$ cat src/rtl/fetch_stage.sv
// Instruction-fetch stage: owns the PC, drives a 1-cycle-latency instruction memory
// and presents {pc, pc+4, instr, valid} to the IF/ID stage register.
module fetch_stage #(
    parameter logic [31:0] RESET_PC  = 32'h0000_0000,
    parameter logic [31:0] NOP_INSTR = 32'h0000_0013
) (
    input  logic        Clk,
    input  logic        Rst,
    input  logic        stall,
    input  logic        redirect_valid,
    input  logic [31:0] redirect_pc,
    output logic [31:0] imem_addr,
    input  logic [31:0] imem_rdata,
    output logic [31:0] out_pc,
    output logic [31:0] out_pc_plus4,
    output logic [31:0] out_instr,
    output logic        out_valid,
    output logic        flush_ifid
);

    typedef enum logic [1:0] {
        BOOT  = 2'd0,
        FETCH = 2'd1,
        HOLD  = 2'd2
    } state_t;

    state_t      state_r, state_nxt_s;
    logic [31:0] pc_r, pc_nxt_s;
    logic [31:0] resp_pc_r, resp_pc_nxt_s;
    logic [31:0] hold_r, hold_nxt_s;
    logic [31:0] redir_tgt_s;
    logic        valid_s;

    assign redir_tgt_s = {redirect_pc[31:2], 2'b00};

    // Next-state and next-register selection; redirect overrides stall in every state.
    always_comb begin
        state_nxt_s   = state_r;
        pc_nxt_s      = pc_r;
        resp_pc_nxt_s = resp_pc_r;
        hold_nxt_s    = hold_r;
        if (redirect_valid) begin
            pc_nxt_s      = redir_tgt_s + 32'd4;
            resp_pc_nxt_s = redir_tgt_s;
            state_nxt_s   = FETCH;
        end else begin
            case (state_r)
                BOOT: begin
                    pc_nxt_s      = pc_r + 32'd4;
                    resp_pc_nxt_s = pc_r;
                    state_nxt_s   = FETCH;
                end
                FETCH: begin
                    if (stall) begin
                        // Capture the response now; memory will return pc_r's data next cycle.
                        hold_nxt_s  = imem_rdata;
                        state_nxt_s = HOLD;
                    end else begin
                        pc_nxt_s      = pc_r + 32'd4;
                        resp_pc_nxt_s = pc_r;
                        state_nxt_s   = FETCH;
                    end
                end
                HOLD: begin
                    if (stall) begin
                        state_nxt_s = HOLD;
                    end else begin
                        pc_nxt_s      = pc_r + 32'd4;
                        resp_pc_nxt_s = pc_r;
                        state_nxt_s   = FETCH;
                    end
                end
                default: begin
                    state_nxt_s = BOOT;
                end
            endcase
        end
    end

    // State and PC registers with synchronous reset.
    always_ff @(posedge Clk) begin
        if (Rst) begin
            state_r   <= BOOT;
            pc_r      <= RESET_PC;
            resp_pc_r <= 32'h0000_0000;
            hold_r    <= NOP_INSTR;
        end else begin
            state_r   <= state_nxt_s;
            pc_r      <= pc_nxt_s;
            resp_pc_r <= resp_pc_nxt_s;
            hold_r    <= hold_nxt_s;
        end
    end

    // Output decode; invalid slots present a clean NOP with zeroed PCs.
    always_comb begin
        valid_s      = (state_r != BOOT) && !redirect_valid;
        imem_addr    = redirect_valid ? redir_tgt_s : pc_r;
        flush_ifid   = redirect_valid;
        out_valid    = valid_s;
        out_pc       = 32'h0000_0000;
        out_pc_plus4 = 32'h0000_0000;
        out_instr    = NOP_INSTR;
        if (valid_s) begin
            out_pc       = resp_pc_r;
            out_pc_plus4 = resp_pc_r + 32'd4;
            out_instr    = (state_r == HOLD) ? hold_r : imem_rdata;
        end else begin
            out_pc       = 32'h0000_0000;
            out_pc_plus4 = 32'h0000_0000;
            out_instr    = NOP_INSTR;
        end
    end

endmodule
$ cat config.mk
export PLATFORM = sky130hd
export DESIGN_NAME = fetch_stage
export DESIGN_NICKNAME = d
export VERILOG_FILES = /design/src/rtl/fetch_stage.sv
export SDC_FILE = /design/constraint.sdc
export NUM_CORES = 1
export LEC_CHECK = 0
export CORE_MARGIN = 4
export CORE_UTILIZATION = 45
export CTS_CLUSTER_DIAMETER = 150
export DETAILED_ROUTE_END_ITERATION = 8
export GPL_ROUTABILITY_DRIVEN = 0
export GPL_TIMING_DRIVEN = 0
export HOLD_SLACK_MARGIN = 0.08
export PLACE_DENSITY = 0.78
export REMOVE_ABC_BUFFERS = 1
export SLEW_MARGIN = 20
export SYNTH_ARGS = -nofsm -noshare
export SYNTH_HDL_FRONTEND = slang
export SYNTH_SLANG_ARGS = --single-unit
$ cat constraint.sdc
create_clock -name Clk -period 4.3 [get_ports Clk]
set_input_delay 0.86 -clock Clk [delete_from_list [all_inputs] [get_ports Clk]]
set_output_delay 0.86 -clock Clk [all_outputs]
set_load 0.02 [all_outputs]
### Yosys cells after proc, flatten, opt, wreduce, memory -nomap -nowiden

Cells that the tools add are included.

* reductions and logical operators: 11
* eq/ne operators: 4
* bitwise gates (word level): 1
* mux-type cells: 14
* add/subtract/negate cells: 3

Operator list (count)
* $mux 32: 9
* $pmux 32 s2: 2
* $add 32x3->32 const B: 3
* $pmux 2 s2: 1
* $reduce_and 2->1: 2
* $reduce_bool 2->1: 2
* $reduce_or 2->1: 2
* $ne 3x2->1 const B: 1
* $reduce_and 3->1: 1
* $reduce_bool 3->1: 1
* $eq 2x1->1 const B: 1
* $eq 2x2->1 const B: 1
* $logic_not 2->1: 1
* $mux 2: 1
* $ne 2x2->1 const B: 1
* $logic_and 1x1->1: 1
* $logic_not 1->1: 1
* $mux 1: 1
* $not 1->1: 1

* word-level logic and storage cells: 39
* bits of input ports: 68
* flip-flop bits (word level): 98

### Longest topological paths before layout

* word-level depth: 4
* depth in mapped cells: 12
* gate-level depth less buffers: 7

### Worst setup path after synthesis

OpenSTA, ideal clock, no wires.

* path type: input port to flip-flop
* from: in redirect_valid
* to: reg pc_r[30]
* path buffers: 5
* stages: 12
* required time: 4180 ps
* arrival time: 3336 ps
* setup slack: 844 ps
* cell sequence: buf_6 -> buf_8 -> buf_6 -> buf_4 -> buf_2 -> mux2_2 -> ha_1 -> nand4b_1 -> a22oi_4 -> nand4_2 -> or3b_1 -> a211o_1

* longest elaborated chain between the ends: 2

RTL lines
* start, declared: RTL line 10 `input logic redirect_valid,`
* $ne 3x2->1 (no source line) / $reduce_bool 3->1 (equally long branches)
* $reduce_and 2->1 (no source line)
* end signal, assigned: RTL line 89 `pc_r <= pc_nxt_s;`
* end, declared: RTL line 28 `logic [31:0] pc_r, pc_nxt_s;`

Parallel ways exist; a longest one is shown, timed or not.
A chain may end at the register's enable or synchronous reset.

### Worst setup path in the final report

* from: in redirect_valid
* to: out out_pc_plus4[28]

* longest elaborated chain between the ends: 3

RTL lines
* $logic_not 1->1: RTL line 97 `valid_s = (state_r != BOOT) && !redirect_valid;`
* $logic_and 1x1->1: RTL line 97
* $mux 32: RTL line 104 `if (valid_s) begin`
* end, declared: RTL line 15 `output logic [31:0] out_pc_plus4,`

Every way passes these cells.

==> summary.txt <==
Floorplan
  – Die Y: 125 µm
  – Core box area: 13300 µm²
  – Core Rows: 42
  – Die width: 125 µm
  – Die area: 15500 µm²
  – Initial core utilization: 0.461
  – Ports: 198

GRT
  – Grt ovf: 0
  – Number of antenna violations at the first check in global routing: 0
  – Pin count of the biggest net entering global routing: 65
  – Routing usage on met2: 0.365
  – Vias in the first global route: 5650
  – Met1 Track Usage GR: 0.319
  – Met3 usage: 0.0377
  – Tot GR Track Use: 0.232
  – Busiest grt layer: met2
  – First-pass GRT wire length: 29.9 mm

Status
  – Status: finished, final reports clean

Synthesis
  – Synth cell count leaders: nand2_1 (123), nor2_1 (108), dfxtp_1 (94)
  – Sequential area share after synthesis: 0.307
  – Most common cell in the netlist: nand2_1
  – Cell Area, Synth: 6120 µm²
  – Syn avg cell area: 7.56 µm²
  – Top FF cell, synth: dfxtp_1
  – Post-synth top area share: 0.307
  – Top post-synthesis cells by area: dfxtp_1 (31%), mux2i_1 (8.2%), nand2_1 (7.5%), nor2_1 (6.6%), nand3_1 (4.2%)
  – Yosys top cell by area: dfxtp_1
  – Async SR Flop Fraction: 0
  – #FFs+latches synth: 94
  – Post-synth cell types: 58
  – Post-Syn Instances: 810
  – YS warnings: 0
  – Number of synthesized flops with an enable pin: 0

STA
  – RSZ-0062 raised after global routing: false
  – Fin crit share: 0.947
  – Clock Skews: 0.00885 ns
  – Actual slew at the worst max-slew pin: 0.701 ns
  – Fmax: 245 MHz
  – Final hold violations: 0
  – Final setup fails: 0
  – Rel. slew slack: 0.532
  – Final WS setup: 0.226 ns
  – Final Max Tran Viols: 0
  – Hold_ws: 0.452 ns
  – Min Tclk post-route: 4.07 ns

Worst setup path
  – Crit-path slowest cell: clkdlybuf4s50_1
  – CP cell instances: buf_4, buf_16, or2_4, clkinvlp_4, and2_1, mux2_2, clkdlybuf4s50_1
  – Worst r2r src: pc_r[2]
  – Crit path from: redirect_valid
  – Critical Path Max Stage Delay: 0.54 ns
  – Critical path arrival: 3.21 ns
  – WS Path Type: in -> out
  – Maximum fanout along the worst path: 58
  – FF-to-FF End: pc_r[30]
  – Required time of the critical path: 3.44 ns
  – Nature of the critical path endpoint: output port
  – Worst Reg-to-Reg Cells: 7
  – End of the critical path: out_pc_plus4[28]
  – Top delay family on crit path: buffers and inverters
  – Startpoint types: input pin
  – Levels on crit path: 7
  – Reg2reg setup slack: 1.72 ns
  – Buf/Inv on CP: 4

Job
  – Max_cap viols: 0

Placed design
  – IO Port Bufs: 189
  – Place WS: -0.447 ns
  – DP Wirelength: 12.9 mm

Drt
  – Remaining antenna violation count after routing: 0
  – Vias per inst: 5.38
  – First-pass DRT Iterations: 5
  – Routed via count: 6128
  – Drt wl/cell: 16.2 µm
  – Iter 0 DRT Violations: 378
  – DR DRC count: 0
  – Detailed Route WL: 18.4 mm

Finish
  – Layout overhead on the synthesized area: 37.4%
  – Nets: 1033
  – N_diodes: 0
  – Filler Cells Inserted: 1160
  – Share of cells above drive strength 1: 0.0633

CTS
  – H-tree depth: 3
  – CTS Buffer Depth: 2
  – CTS Buf Count: 9
  – Hold_buf cts: 0
  – CTS tree: built
  – Clk sinks: 94
  – Worst skew pair latency: 0.35 ns
  – Root Driver: clkbuf_16
  – Reg clk slew, reported paths: 0.06 ns

Power and ir drop
  – Lkg Pwr: 3.13 nW
  – Total power: 2.48 mW
  – Pwr/cell area: 294 nW/µm²
  – Worst VDD drop: 173 µV

Min path
  – HP Class: reg -> reg
-- worst min-delay path, delay by kind of cell, from the launching register on --
family	cells	cell delay, ns
AOI/OAI and AO/OA	1	0.05
and+or+nand+nor	1	0.05
DFF	1	0.31
-- cells by family after synthesis --
kind of cell | Yosys count | share of synthesized area
compound gates | 110 | 0.123
fa+ha+maj | 6 | 0.0123
flops | 94 | 0.307
simple gates | 405 | 0.327
other cells | 1 | 0.000612
xor+xnor | 37 | 0.0529
buf+inv | 96 | 0.0742
mux | 61 | 0.102
-- power breakdown --
part           internal (mW)  switching (mW)  leakage, nW
Sequential             0.935          0.0690        0.772
Clock                  0.482           0.339        0.146
Combinational          0.296           0.356         2.21
Total                   1.71           0.764         3.13
-- stage by stage --
stage               setup TNS, ns  instance area, µm²  cells  utilization
floorplan                       0                5800    749            -
global placement          -362.55                7910   1114        0.595
detailed placement          -6.25                8090   1121        0.608
CTS                             0                8410   1139        0.632
global route                    0                8410   1140        0.633
finish                          0                8410   1140        0.633
-- layout by cell type, fill, tap and decap left out, drive strengths merged, types with 13 or more instances in the layout --
master / Yosys / routed
dfxtp: 94 / 94
xnor2: 25 / 25
nor3: 20 / 20
nand2: 123 / 123
inv: 30 / 29
nand3: 54 / 54
a211oi: 22 / 22
mux2i: 50 / 50
clkdlybuf4s50: 0 / 187
nor2: 108 / 108
nand4: 19 / 19
a21oi: 46 / 46
and2: 30 / 30
clkbuf: 37 / 13
-- final cells by class --
type,instances,area (µm²),area share
repair buffers,196,2050,0.243
well taps,176,220,0.0262
clock inverters,3,42.5,0.00506
inverters,30,116,0.0138
clock buffers,13,260,0.0309
repair inverters,1,7.51,0.000892
flip-flops and latches,94,1880,0.224
multi-input cells,627,3840,0.456
-- worst min path at each step --
stage,start,endpoint,slack (ns),cells past startpoint
global route,hold_r[16],hold_r[16],0.47,2
CTS,hold_r[27],hold_r[27],0.46,2
global placement,hold_r[2],hold_r[2],0.44,2
finish,hold_r[26],hold_r[26],0.45,2
detailed placement,hold_r[28],hold_r[28],0.45,2
floorplan,hold_r[10],hold_r[10],0.43,2
-- sequential cells by signal, summed over array words and instances (netlist names) --
| name | cells |
|---|---|
| pc_r | 30 |
| resp_pc_r | 30 |
| hold_r | 32 |
| state_r | 2 |
-- timing repair --
item,in CTS,in global routing
setup buffers,0,0
pin swaps,1,1
setup endpoints to repair,32,2
resized for setup,2,0
cloned,2,1
-- routing by layer --
| metal | vias up | wire length (µm) |
|---|---|---|
| met3 | 26 | 1150 |
| met2 | 210 | 8470 |
| met4 | 0 | 435 |
| li1 | 3092 | - |
| met5 | - | 0 |
| met1 | 2800 | 8380 |
No activity file was read; power rests on OpenSTA's default activity.
